<file path="config.mk">
export PLATFORM = sky130hd
export DESIGN_NAME = code_checker_param
export DESIGN_NICKNAME = d
export VERILOG_FILES = /design/src/rtl/code_checker_param.sv
export SDC_FILE = /design/constraint.sdc
export NUM_CORES = 1
export LEC_CHECK = 0
export CORE_AREA = 2 2 65 92
export DETAILED_ROUTE_END_ITERATION = 10
export DIE_AREA = 0 0 67 94
export PLACE_DENSITY_LB_ADDON = 0.2
export SKIP_LAST_GASP = 1
export SYNTH_ARGS = -nofsm -noshare
export SYNTH_HDL_FRONTEND = slang
export SYNTH_SLANG_ARGS = --single-unit
</file>
<file path="constraint.sdc">
create_clock -name clk -period 6.5 [get_ports clk]
set_clock_uncertainty 0.1 [all_clocks]
set_input_delay 0.65 -clock clk [delete_from_list [all_inputs] [get_ports clk]]
set_output_delay 0.65 -clock clk [all_outputs]
set_load 0.02 [all_outputs]
</file>
<file path="src/rtl/code_checker_param.sv">
// -----------------------------------------------------------------------------
// code_checker_param
//
// Keypad code buffer and comparator for the lock datapath. Symbols strobed in
// from the keypad decoder are collected in an entry buffer. While prog_en is
// high the same buffer is used to build a new stored code, which prog_commit
// copies into the stored-code registers. On enter, the entry is compared
// against the stored code one symbol per cycle, and a one-cycle match or
// mismatch pulse is produced. Consecutive mismatches are counted; reaching
// MAX_TRIES puts the block into a timed lockout of LOCK_CYCLES cycles.
//
// Ports:
//   clk          system clock
//   reset        synchronous active-high reset
//   key_valid    one-cycle strobe, key_sym valid
//   key_sym      keypad symbol (SYM_W bits)
//   enter        request to compare entry against stored code
//   clear        discard current entry
//   prog_en      level; enables programming of a new stored code
//   prog_commit  copy the entry buffer into the stored code
//   match        one-cycle pulse, code correct
//   mismatch     one-cycle pulse, code wrong
//   busy         high while comparing or locked out
//   locked       high while locked out
//   entry_count  symbols currently in the entry buffer
//   entry_full   entry buffer holds MAX_LEN symbols
//   stored_len   length of stored code, 0 = none programmed
//   fail_count   consecutive mismatches
// -----------------------------------------------------------------------------
module code_checker_param #(
    parameter int SYM_W       = 2,
    parameter int MAX_LEN     = 8,
    parameter int MAX_TRIES   = 3,
    parameter int LOCK_CYCLES = 1000
) (
    input  logic                           clk,
    input  logic                           reset,
    input  logic                           key_valid,
    input  logic [SYM_W-1:0]               key_sym,
    input  logic                           enter,
    input  logic                           clear,
    input  logic                           prog_en,
    input  logic                           prog_commit,
    output logic                           match,
    output logic                           mismatch,
    output logic                           busy,
    output logic                           locked,
    output logic [$clog2(MAX_LEN+1)-1:0]   entry_count,
    output logic                           entry_full,
    output logic [$clog2(MAX_LEN+1)-1:0]   stored_len,
    output logic [$clog2(MAX_TRIES+1)-1:0] fail_count
);

    localparam int CW = $clog2(MAX_LEN + 1);
    localparam int IW = (MAX_LEN > 1) ? $clog2(MAX_LEN) : 1;
    localparam int FW = $clog2(MAX_TRIES + 1);
    localparam int LW = $clog2(LOCK_CYCLES);

    typedef enum logic [1:0] {
        S_IDLE    = 2'd0,
        S_COMPARE = 2'd1,
        S_RESULT  = 2'd2,
        S_LOCKOUT = 2'd3
    } state_t;

    state_t            state_reg, state_next;
    logic [CW-1:0]     count_reg, count_next;
    logic [CW-1:0]     stored_len_reg, stored_len_next;
    logic [IW-1:0]     idx_reg, idx_next;
    logic [FW-1:0]     fail_reg, fail_next;
    logic [LW-1:0]     lock_cnt_reg, lock_cnt_next;
    logic              result_match_reg, result_match_next;

    logic [SYM_W-1:0]  entry_mem_reg  [MAX_LEN];
    logic [SYM_W-1:0]  stored_mem_reg [MAX_LEN];

    logic              entry_we;
    logic              commit;
    logic              full;
    logic [MAX_LEN-1:0] sym_eq;

    assign full = (count_reg == CW'(MAX_LEN));

    // Per-slot equality between entry and stored code; the serial compare
    // just selects the bit for the current index.
    generate
        for (genvar gi = 0; gi < MAX_LEN; gi++) begin : g_eq
            assign sym_eq[gi] = (entry_mem_reg[gi] == stored_mem_reg[gi]);
        end
    endgenerate

    // State and counters
    always_ff @(posedge clk) begin
        if (reset) begin
            state_reg        <= S_IDLE;
            count_reg        <= '0;
            stored_len_reg   <= '0;
            idx_reg          <= '0;
            fail_reg         <= '0;
            lock_cnt_reg     <= '0;
            result_match_reg <= 1'b0;
        end else begin
            state_reg        <= state_next;
            count_reg        <= count_next;
            stored_len_reg   <= stored_len_next;
            idx_reg          <= idx_next;
            fail_reg         <= fail_next;
            lock_cnt_reg     <= lock_cnt_next;
            result_match_reg <= result_match_next;
        end
    end

    // Entry buffer and stored code storage
    always_ff @(posedge clk) begin
        if (reset) begin
            for (int i = 0; i < MAX_LEN; i++) begin
                entry_mem_reg[i]  <= '0;
                stored_mem_reg[i] <= '0;
            end
        end else begin
            if (entry_we) begin
                entry_mem_reg[count_reg[IW-1:0]] <= key_sym;
            end
            if (commit) begin
                for (int i = 0; i < MAX_LEN; i++) begin
                    stored_mem_reg[i] <= entry_mem_reg[i];
                end
            end
        end
    end

    always_comb begin
        state_next        = state_reg;
        count_next        = count_reg;
        stored_len_next   = stored_len_reg;
        idx_next          = idx_reg;
        fail_next         = fail_reg;
        lock_cnt_next     = lock_cnt_reg;
        result_match_next = result_match_reg;
        entry_we          = 1'b0;
        commit            = 1'b0;

        case (state_reg)
            S_IDLE: begin
                if (clear) begin
                    count_next = '0;
                end else if (prog_en && prog_commit && (count_reg != '0)) begin
                    commit          = 1'b1;
                    stored_len_next = count_reg;
                    count_next      = '0;
                end else if (enter && !prog_en) begin
                    state_next = S_COMPARE;
                    idx_next   = '0;
                end else if (key_valid && !full) begin
                    // An ignored commit or enter falls through to key capture.
                    entry_we   = 1'b1;
                    count_next = count_reg + CW'(1);
                end
            end

            S_COMPARE: begin
                if ((count_reg != stored_len_reg) || (stored_len_reg == '0)) begin
                    state_next        = S_RESULT;
                    result_match_next = 1'b0;
                end else if (!sym_eq[idx_reg]) begin
                    state_next        = S_RESULT;
                    result_match_next = 1'b0;
                end else if (CW'(idx_reg) == (stored_len_reg - CW'(1))) begin
                    state_next        = S_RESULT;
                    result_match_next = 1'b1;
                end else begin
                    idx_next = idx_reg + IW'(1);
                end
            end

            S_RESULT: begin
                count_next = '0;
                if (result_match_reg) begin
                    fail_next  = '0;
                    state_next = S_IDLE;
                end else begin
                    fail_next = fail_reg + FW'(1);
                    if ((fail_reg + FW'(1)) == FW'(MAX_TRIES)) begin
                        state_next    = S_LOCKOUT;
                        lock_cnt_next = LW'(LOCK_CYCLES - 1);
                    end else begin
                        state_next = S_IDLE;
                    end
                end
            end

            S_LOCKOUT: begin
                // Loaded with LOCK_CYCLES-1, so exactly LOCK_CYCLES cycles here.
                if (lock_cnt_reg == '0) begin
                    fail_next  = '0;
                    state_next = S_IDLE;
                end else begin
                    lock_cnt_next = lock_cnt_reg - LW'(1);
                end
            end

            default: begin
                state_next = S_IDLE;
            end
        endcase
    end

    assign match       = (state_reg == S_RESULT) && result_match_reg;
    assign mismatch    = (state_reg == S_RESULT) && !result_match_reg;
    assign busy        = (state_reg == S_COMPARE) || (state_reg == S_LOCKOUT);
    assign locked      = (state_reg == S_LOCKOUT);
    assign entry_count = count_reg;
    assign entry_full  = full;
    assign stored_len  = stored_len_reg;
    assign fail_count  = fail_reg;

endmodule

</file>
# Word level (Yosys, flattened, before mapping)
# Memory sizes are Yosys's and may differ from the RTL's.
# Cells that the tools add are included.
word_totals:
  ff_bits: 26
  mem_bits_rw: 32
  wordCells: 139
  memories: 2
memory_table:
  columns: ["memory", "words", "width", "read_ports", "rd_clocked_by_memory_dff", "wr", "line", "rtl"]
  rows:
  - ["entry_mem_reg", 8, 2, 8, 0, 8, "74", "logic [SYM_W-1:0] entry_mem_reg [MAX_LEN];"]
  - ["stored_mem_reg", 8, 2, 8, 0, 8, "75", "logic [SYM_W-1:0] stored_mem_reg [MAX_LEN];"]
op_classes:
  n_addsub: 5
  magnitude_cmp: 1
  eq_ne: 29
  n_mux: 60
  bitwise_logic: 9
  reduce_logical: 26
ops:
  columns: ["cell", "n"]
  rows:
  - ["$mux W2", 19]
  - ["$mux W10", 3]
  - ["$mux W1", 21]
  - ["$mux W3", 7]
  - ["$pmux W10 S2", 1]
  - ["$ne A2 B2 Y1 const B", 9]
  - ["$eq A2 B2 Y1", 8]
  - ["$mux W4", 4]
  - ["$ne A4 B4 Y1 const B", 3]
  - ["$logic_not A10 Y1", 1]
  - ["$sub A10 B1 Y10 const B", 1]
  - ["$or A1 B1 Y1", 8]
  - ["$pmux W2 S4", 1]
  - ["$pmux W4 S2", 1]
  - ["$reduce_and A7 Y1", 1]
  - ["$eq A2 B2 Y1 const B", 3]
  - ["$logic_and A1 B1 Y1", 6]
  - ["$pmux W3 S2", 1]
  - ["$reduce_and A3 Y1", 2]
  - ["$reduce_bool A2 Y1", 3]
  - ["$reduce_and A5 Y1", 1]
  - ["$add A4 B1 Y4 const B", 1]
  - ["$eq A3 B4 Y1", 1]
  - ["$eq A4 B4 Y1 const B", 1]
  - ["other kinds (19)", 23]

# Depth between registers and ports, before layout
# Gate-level depths: netlist of run 1.
depth:
  word_depth: 13
  depth_mapped: 8
  ltp_nobuf: 8

# Worst setup path after synthesis of run 1
# Ideal clock, no wire load.
synth_path:
  kind: "reg-to-reg"
  start: "register count_reg[0], in the netlist entry_count[0]"
  end: "memory entry_mem_reg[4][0], enable pin"
  setup_ns: 0.295
  arrival_time_ns: 2.026
  required_ns: 6.105
  setup_slack_ns: 4.079
  path_stages_with_launch: 9
  path_buffers: 1
  period_less_slack_ns: 2.421
  cell_sequence: "dfxtp_1 -> inv_1 -> ha_1 -> and3b_1 -> nand3b_1 -> nor4b_4 -> and2_4 -> buf_6 -> a21o_1"
synth_rtl:
  columns: ["element", "line", "rtl"]
  rows:
  - ["start: declaration", "67", "logic [CW-1:0] count_reg, count_next;"]
  - ["start signal: assignment", "104", "count_reg <= count_next;"]
  - ["end: declaration", "74", null]

# Final worst setup path of run 1
layout_path:
  start: "register state_reg[0]"
  end: "output match"
layout_via:
  elab_chain_cells: 2
layout_rtl:
  columns: ["element", "line", "rtl"]
  rows:
  - ["start: declaration", "66", "state_t state_reg, state_next;"]
  - ["start signal: assignment", "103", "state_reg <= state_next;"]
  - ["$eq A2 B2 Y1", "208", "assign match = (state_reg == S_RESULT) && result_match_reg;"]
  - ["$logic_and A1 B1 Y1", "208", null]
  - ["end: declaration", "44", "output logic match,"]
# Every way passes these cells.

==> results of run 1 <==
[worst min-delay path by stage]
stage	slack, ns	cells past startpoint	end
floorplan	0.36	2	lock_cnt_reg[9]
global placement	0.37	2	lock_cnt_reg[9]
detailed placement	0.39	2	lock_cnt_reg[9]
CTS	0.40	2	lock_cnt_reg[9]
global route	0.43	2	lock_cnt_reg[9]
finish	0.40	2	lock_cnt_reg[9]
[logic make-up (layout without fill, tap and decap cells)]
| logic type | after synthesis | in the layout |
|---|---|---|
| compound gates | 42 | 42 |
| xor+xnor | 32 | 32 |
| fa+ha+maj | 8 | 8 |
| buf+inv | 26 | 50 |
| flops | 58 | 58 |
| mux | 4 | 4 |
| simple gates | 126 | 126 |
[critical path, stage by stage (launching register included)]
cell and delay, ns:
dfxtp_1 0.64, inv_1 0.22, and3_1 0.25, clkdlybuf4s50_1 0.53
[cell type report]
| cell class | instances | area, um2 |
|---|---|---|
| Tap cell | 68 | 85.1 |
| Timing Repair Buffer | 24 | 238 |
| Sequential cell | 58 | 1480 |
| Inverter | 10 | 37.5 |
| Clock inverter | 7 | 101 |
| Clock buffer | 9 | 124 |
| Fill cell | 450 | 1890 |
| Multi-Input combinational cell | 212 | 1480 |
[report_power, final]
group | switching, W | total, W | leakage (nW) | internal [W]
combinational | 0.0000340 | 0.0000644 | 0.714 | 0.0000304
clock | 0.000152 | 0.000371 | 0.106 | 0.000219
sequential | 0.0000119 | 0.000410 | 0.540 | 0.000398
total | 0.000198 | 0.000845 | 1.36 | 0.000647
[placed cells by master (no fill, tap or decap), types with 2 or more instances in the layout]
master	instances
nor2b_1	8
clkdlybuf4s50_1	23
nor2_1	25
bufinv_16	2
a21oi_1	11
nand3b_1	2
inv_6	2
and2_4	2
and2_1	12
xnor2_1	14
nor3_1	4
dfxtp_1	26
nand2_1	15
a31oi_1	3
nor4b_4	2
nand3_1	11
edfxtp_1	32
nand4_1	4
a21o_1	8
and3_1	17
ha_1	8
or3_1	5
clkinvlp_4	2
nand4b_1	3
xor2_1	18
inv_1	10
mux2i_1	4
a211oi_1	3
nand2b_1	4
o21ai_0	3
clkbuf_8	9
[per-layer routing]
layer	track usage [%]	part of all wire, %	wire [um]	up-vias
met3	4.44	3.4	202	12
met2	35.4	51	3030	47
met1	28.2	43	2560	1031
met4	10.0	2.6	155	0
met5	0	0	0	-
li1	-	-	-	1092
[stage by stage]
stage / cell area [um2] / total power [W] / hold WS, ns / instances / utilization [%]
global route: 3550 / 0.000877 / 0.428 / 388 / 65.2
global placement: 3330 / 0.000481 / 0.374 / 372 / 61.1
floorplan: 3110 / 0.000461 / 0.360 / 296 / -
finish: 3550 / 0.000845 / 0.399 / 388 / 65.2
detailed placement: 3330 / 0.000483 / 0.387 / 372 / 61.1
CTS: 3550 / 0.000852 / 0.400 / 388 / 65.2
==> summary.md, run 1 <==
| Metric | Value |
|---|---|
| DRT iter0 DRCs | `99` |
| # clock sinks | `58` |
| Post-synth EDFFs | `32` |
| CTS tree | `done` |
| Pin count of the biggest net entering global routing | `37` |
| Max cap viols | `0` |
| Post-Synth Adder-Cell Area | `3.22%` |
| Worst Setup EP | `match` |
| Die width | `between 60 and 70 um` |
| Main combinational cell family by area after synthesis | `simple AND/OR/NAND/NOR gates` |
| Mux cell area share after synthesis | `1.29%` |
| Async S/R FF share, synth | `0%` |
| Peak fanout along the critical path | `10` |
| Critical path endpoint category | `output port` |
| Seq/Total Area, Yosys | `around 48%` |
| Hold Crit Class | `reg -> reg` |
| Worst r2r path cells | `5` |
| Leak Pwr | `1.36 nW` |
| Gr ovfl total | `0` |
| Setup TNS | `0 ns` |
| Vias in the first global route | `roughly 2.1k` |
| Xor/xnor share of the synthesized area | `under 10%` |
| Fin crit share | `41.9%` |
| Max-Slew Margin vs Limit | `roughly 48%` |
| Worst r2r src | `entry_count[0]` |
| Ys Warns | `0` |
| TritonRoute pass-1 iters | `4` |
| Initial core utilization | `a little under three fifths` |
| CP arrival | `1.97 ns` |
| Placer Congestion | `0.812` |
| Syn_nets | `around 310` |
| Max clock buf depth | `2` |
| Final setup violation count | `0` |
| Total GRT Usage | `~22%` |
| Clk pin slew, worst setup/hold paths | `approximately 0.07 ns` |
| Worst Max-Slew Pin Slew | `0.772 ns` |
| Routed vias | `about 2.2k` |
| Full die area | `6300 um2` |
| Post-route setup slack | `approximately 3.8 ns` |
| Ratio of cells with drive above 1 in the final layout | `9.38%` |
| Synthesized area | `3110 um2` |
| Post-CTS Setup Repair Bufs | `0` |
| Crit path launch | `state_reg[0]` |
| Reg2Reg Capture Point | `stored_mem_reg[1][2]` |
| Clk root buf | `clkbuf_8` |
| Most common library cells after synthesis | `edfxtp_1, dfxtp_1, nor2_1, xor2_1, and3_1` |
| H-tree Lvls | `3` |
| Post-Synth Simple-Gate Area | `approximately 24%` |
| Num CTS Buffers | `9` |
| First-pass GRT wire length | `10,300 um` |
| Crit path launch type | `register` |
| R2r setup slk | `4.10 ns` |
| Post-synthesis cell count | `296` |
| Hold Fails Final Rpt | `0` |
| IO Pins | `24` |
| Antenna Cells | `0` |
| Most common cell in the netlist | `edfxtp_1` |
| Maximum clock frequency | `~0.37 GHz` |
| Top_reg_cell synth | `edfxtp_1` |
| Cell taking the most area after synthesis | `edfxtp_1` |
| Area growth from synthesis to layout | `14.1%` |
| Outcome | `finished, final reports clean` |
| Drt total wl | `slightly below 6000 um` |
| Layout Nets | `332` |
| DR WL/cell | `15.3 um` |
| Compound-Gate Fraction of Synth Area | `10.1%` |
| Hold_buf cts | `0` |
| Max-slew violations | `0` |
| Hold_sp | `lock_cnt_reg[9]` |
| Avg Inst Size Synth | `~11 um2` |
| Dpl hpwl | `4280 um` |
| Rows | `32` |
| Post-DRT Antenna Nets | `0` |
| Drt via density | `5.62` |
| Port-buffer cells | `23` |
| Unrepaired setup endpoints after global routing | `no` |
| Top post-synthesis cells by area | `edfxtp_1, dfxtp_1, xor2_1` |
| Post-CTS Resized | `0` |
| Initial antenna violation count | `0` |
| Setup CP Type | `reg -> out` |
| Die Y | `94 um` |
| Peak supply drop | `0.226 mV` |
| Top cell type's share of synthesized area | `30.9%` |
| Pre-CTS setup slack | `~3.8 ns` |
| Clk Latency, worst-skew pair | `roughly 0.34 ns` |
| Drc violations | `0` |
| Required time worst endpoint | `between 5 and 6 ns` |
| Seq cells post-synth | `58` |
| Power Density | `~240 nW/um2` |
| Final Critical Period | `2.72 ns` |
| Placeable Area | `5450 um2` |
| Count of cell types in the netlist | `58` |
Power figures use the tool's default switching activity.
==> run 2, diff against run 1 <==
==> constraint.sdc (replaced) <==
create_clock -name clk -period 2.7 [get_ports clk]
set_clock_uncertainty 0.1 [all_clocks]
set_input_delay 0.27 -clock clk [delete_from_list [all_inputs] [get_ports clk]]
set_output_delay 0.27 -clock clk [all_outputs]
set_load 0.02 [all_outputs]
==> summary.md, run 2 (same netlist as run 1, synthesis figures left out) <==
| Metric | Value |
|---|---|
| Outcome | `finished, final reports clean` |
| Max-Slew Margin vs Limit | `57.0%` |
| H-tree Lvls | `3` |
| Routed vias | `2,232` |
| Critical path, cell by cell | `inv_1 -> and3_1 -> clkdlybuf4s50_1` |
| Post-DRT Antenna Nets | `0` |
| Most frequent cells in the layout | `edfxtp_1, dfxtp_1, nor2_1` |
| Clock network power share | `43.2%` |
| Worst path max stage delay | `roughly 0.6 ns` |
| Crit path launch type | `register` |
| Max clock buf depth | `2` |
| Rows | `32` |
| M2 GR Usage | `36.1%` |
| Cell Int Power | `0.00155 W` |
| Peak fanout along the critical path | `10` |
| Full die area | `6300 um2` |
| Max-slew violations | `0` |
| Unrepaired setup endpoints after global routing | `no` |
| IO Pins | `24` |
| Worst Max-Slew Pin Slew | `0.640 ns` |
| Die width | `67 um` |
| Power Density | `563 nW/um2` |
| Layout Nets | `339` |
| Fin crit share | `84.6%` |
| Sw Pwr | `around 0.00047 W` |
| Gr ovfl total | `0` |
| Required time worst endpoint | `2.33 ns` |
| Pre-CTS setup slack | `0.472 ns` |
| Fillcell total | `473` |
| Switching share of total power | `a little under a quarter` |
| Dpl hpwl | `4400 um` |
| Initial core utilization | `between 50% and 60%` |
| Post-CTS Setup Repair Bufs | `0` |
| Busiest grt layer | `met2` |
| WP buf/inv | `2` |
| Clk Latency, worst-skew pair | `0.35 ns` |
| Met3 Resource Use GR | `4.80%` |
| Met1 Use GR | `25.2%` |
| Placeable Area | `roughly 5400 um2` |
| Post-CTS Resized | `0` |
| Hold Fails Final Rpt | `0` |
| Pin count of the biggest net entering global routing | `20` |
| Family with the most delay on the worst path | `buffers and inverters` |
| Placer Congestion | `0.815` |
| Setup CP Type | `reg -> out` |
| CTS tree | `done` |
| Hold Path Depth | `2` |
| Clk root buf | `clkbuf_8` |
| First-pass GRT wire length | `just over 10,000 um` |
| Flop pwr share | `48.4%` |
| Critical-path top delay cell | `dfxtp_1` |
| Final setup violation count | `0` |
| Antenna Cells | `0` |
| Comb pwr share | `8.4%` |
| Num CTS Buffers | `9` |
| Pwr Total | `0.00202 W` |
| Most common cell after layout, fill and taps aside | `edfxtp_1` |
| Port-buffer cells | `23` |
| Worst r2r path cells | `8` |
| Total GRT Usage | `22.0%` |
| Critical path depth in cells | `3` |
| Max cap viols | `0` |
| DR WL/cell | `15.9 um` |
| Peak supply drop | `0.386 mV` |
| Setup TNS | `0 ns` |
| Initial antenna violation count | `0` |
| TritonRoute pass-1 iters | `6` |
| Die Y | `94 um` |
| Vias in the first global route | `between 2k and 2.5k` |
| Final Critical Period | `2.28 ns` |
| Critical path endpoint category | `output port` |
| Ratio of cells with drive above 1 in the final layout | `10.7%` |
| Hold_buf cts | `0` |
| CP arrival | `1.91 ns` |
| # clock sinks | `58` |
| Drc violations | `0` |
| Post-route setup slack | `0.417 ns` |
| Clk pin slew, worst setup/hold paths | `~0.06 ns` |
| Maximum clock frequency | `between 0.4 and 0.5 GHz` |
| Leak Pwr | `1.39 nW` |
| Hold Crit Class | `reg -> reg` |
| Area growth from synthesis to layout | `15.4%` |
| DRT iter0 DRCs | `104` |
| Drt total wl | `around 6300 um` |
| Drt via density | `5.65` |
## run 2: cell types whose count changed in the layout (fill, tap and decap cells not counted), sizes merged
| cell | before | now |
|---|---|---|
| clkbuf | 9 | 11 |
| inv | 12 | 10 |
| buf | 1 | 8 |
## run 2: layer usage
layer | vias up | wire (um)
li1 | 1098 | -
met1 | 1074 | 2710
met2 | 39 | 3090
met3 | 21 | 187
met4 | 0 | 281
met5 | - | 0
## run 2: layout make-up
| cell class | count | area, um2 | share of cell area (%) |
|---|---|---|---|
| clock buffers | 11 | 131 | 3.66 |
| well taps | 68 | 85.1 | 2.37 |
| inverters | 10 | 37.5 | 1.05 |
| clock inverters | 5 | 80.1 | 2.23 |
| flip-flops and latches | 58 | 1480 | 41.3 |
| repair buffers | 31 | 290 | 8.09 |
| multi-input cells | 212 | 1480 | 41.3 |
## run 2: power groups by stage
stage	registers (W)	logic, W	clock network [W]
3_5_place_dp	0.000999	0.000171	0
5_1_grt	0.000982	0.000187	0.000911
4_1_cts	0.000979	0.000172	0.000883
3_3_place_gp	0.000997	0.000168	0
2_1_floorplan	0.000996	0.000114	0
6_report	0.000979	0.000170	0.000872
## run 2: final timing paths
| path | startpoint | slack, ns | end |
|---|---|---|---|
| max reg2reg | stored_len[0] | 0.45 | idx_reg[1] |
| min | fail_count[1] | 0.39 | fail_count[1] |
| max | state_reg[0] | 0.42 | match |
| min reg2reg | fail_count[1] | 0.39 | fail_count[1] |
## run 2: stage by stage
step	hold WS [ns]	cells	instance area (um2)	util [%]
6_report	0.393	395	3590	65.9
5_1_grt	0.418	395	3590	65.9
4_1_cts	0.395	395	3590	65.9
3_5_place_dp	0.381	379	3380	62.0
3_3_place_gp	0.379	379	3380	62.0
2_1_floorplan	0.360	296	3110	-
## run 2: worst reg2reg max path, delay by kind of cell (launching register included)
family	cells	cell delay [ns]
DFF	1	0.45
and+or+nand+nor	3	0.71
adders and majority gates	1	0.20
buffers and inverters	1	0.10
AOI/OAI and AO/OA	3	0.57
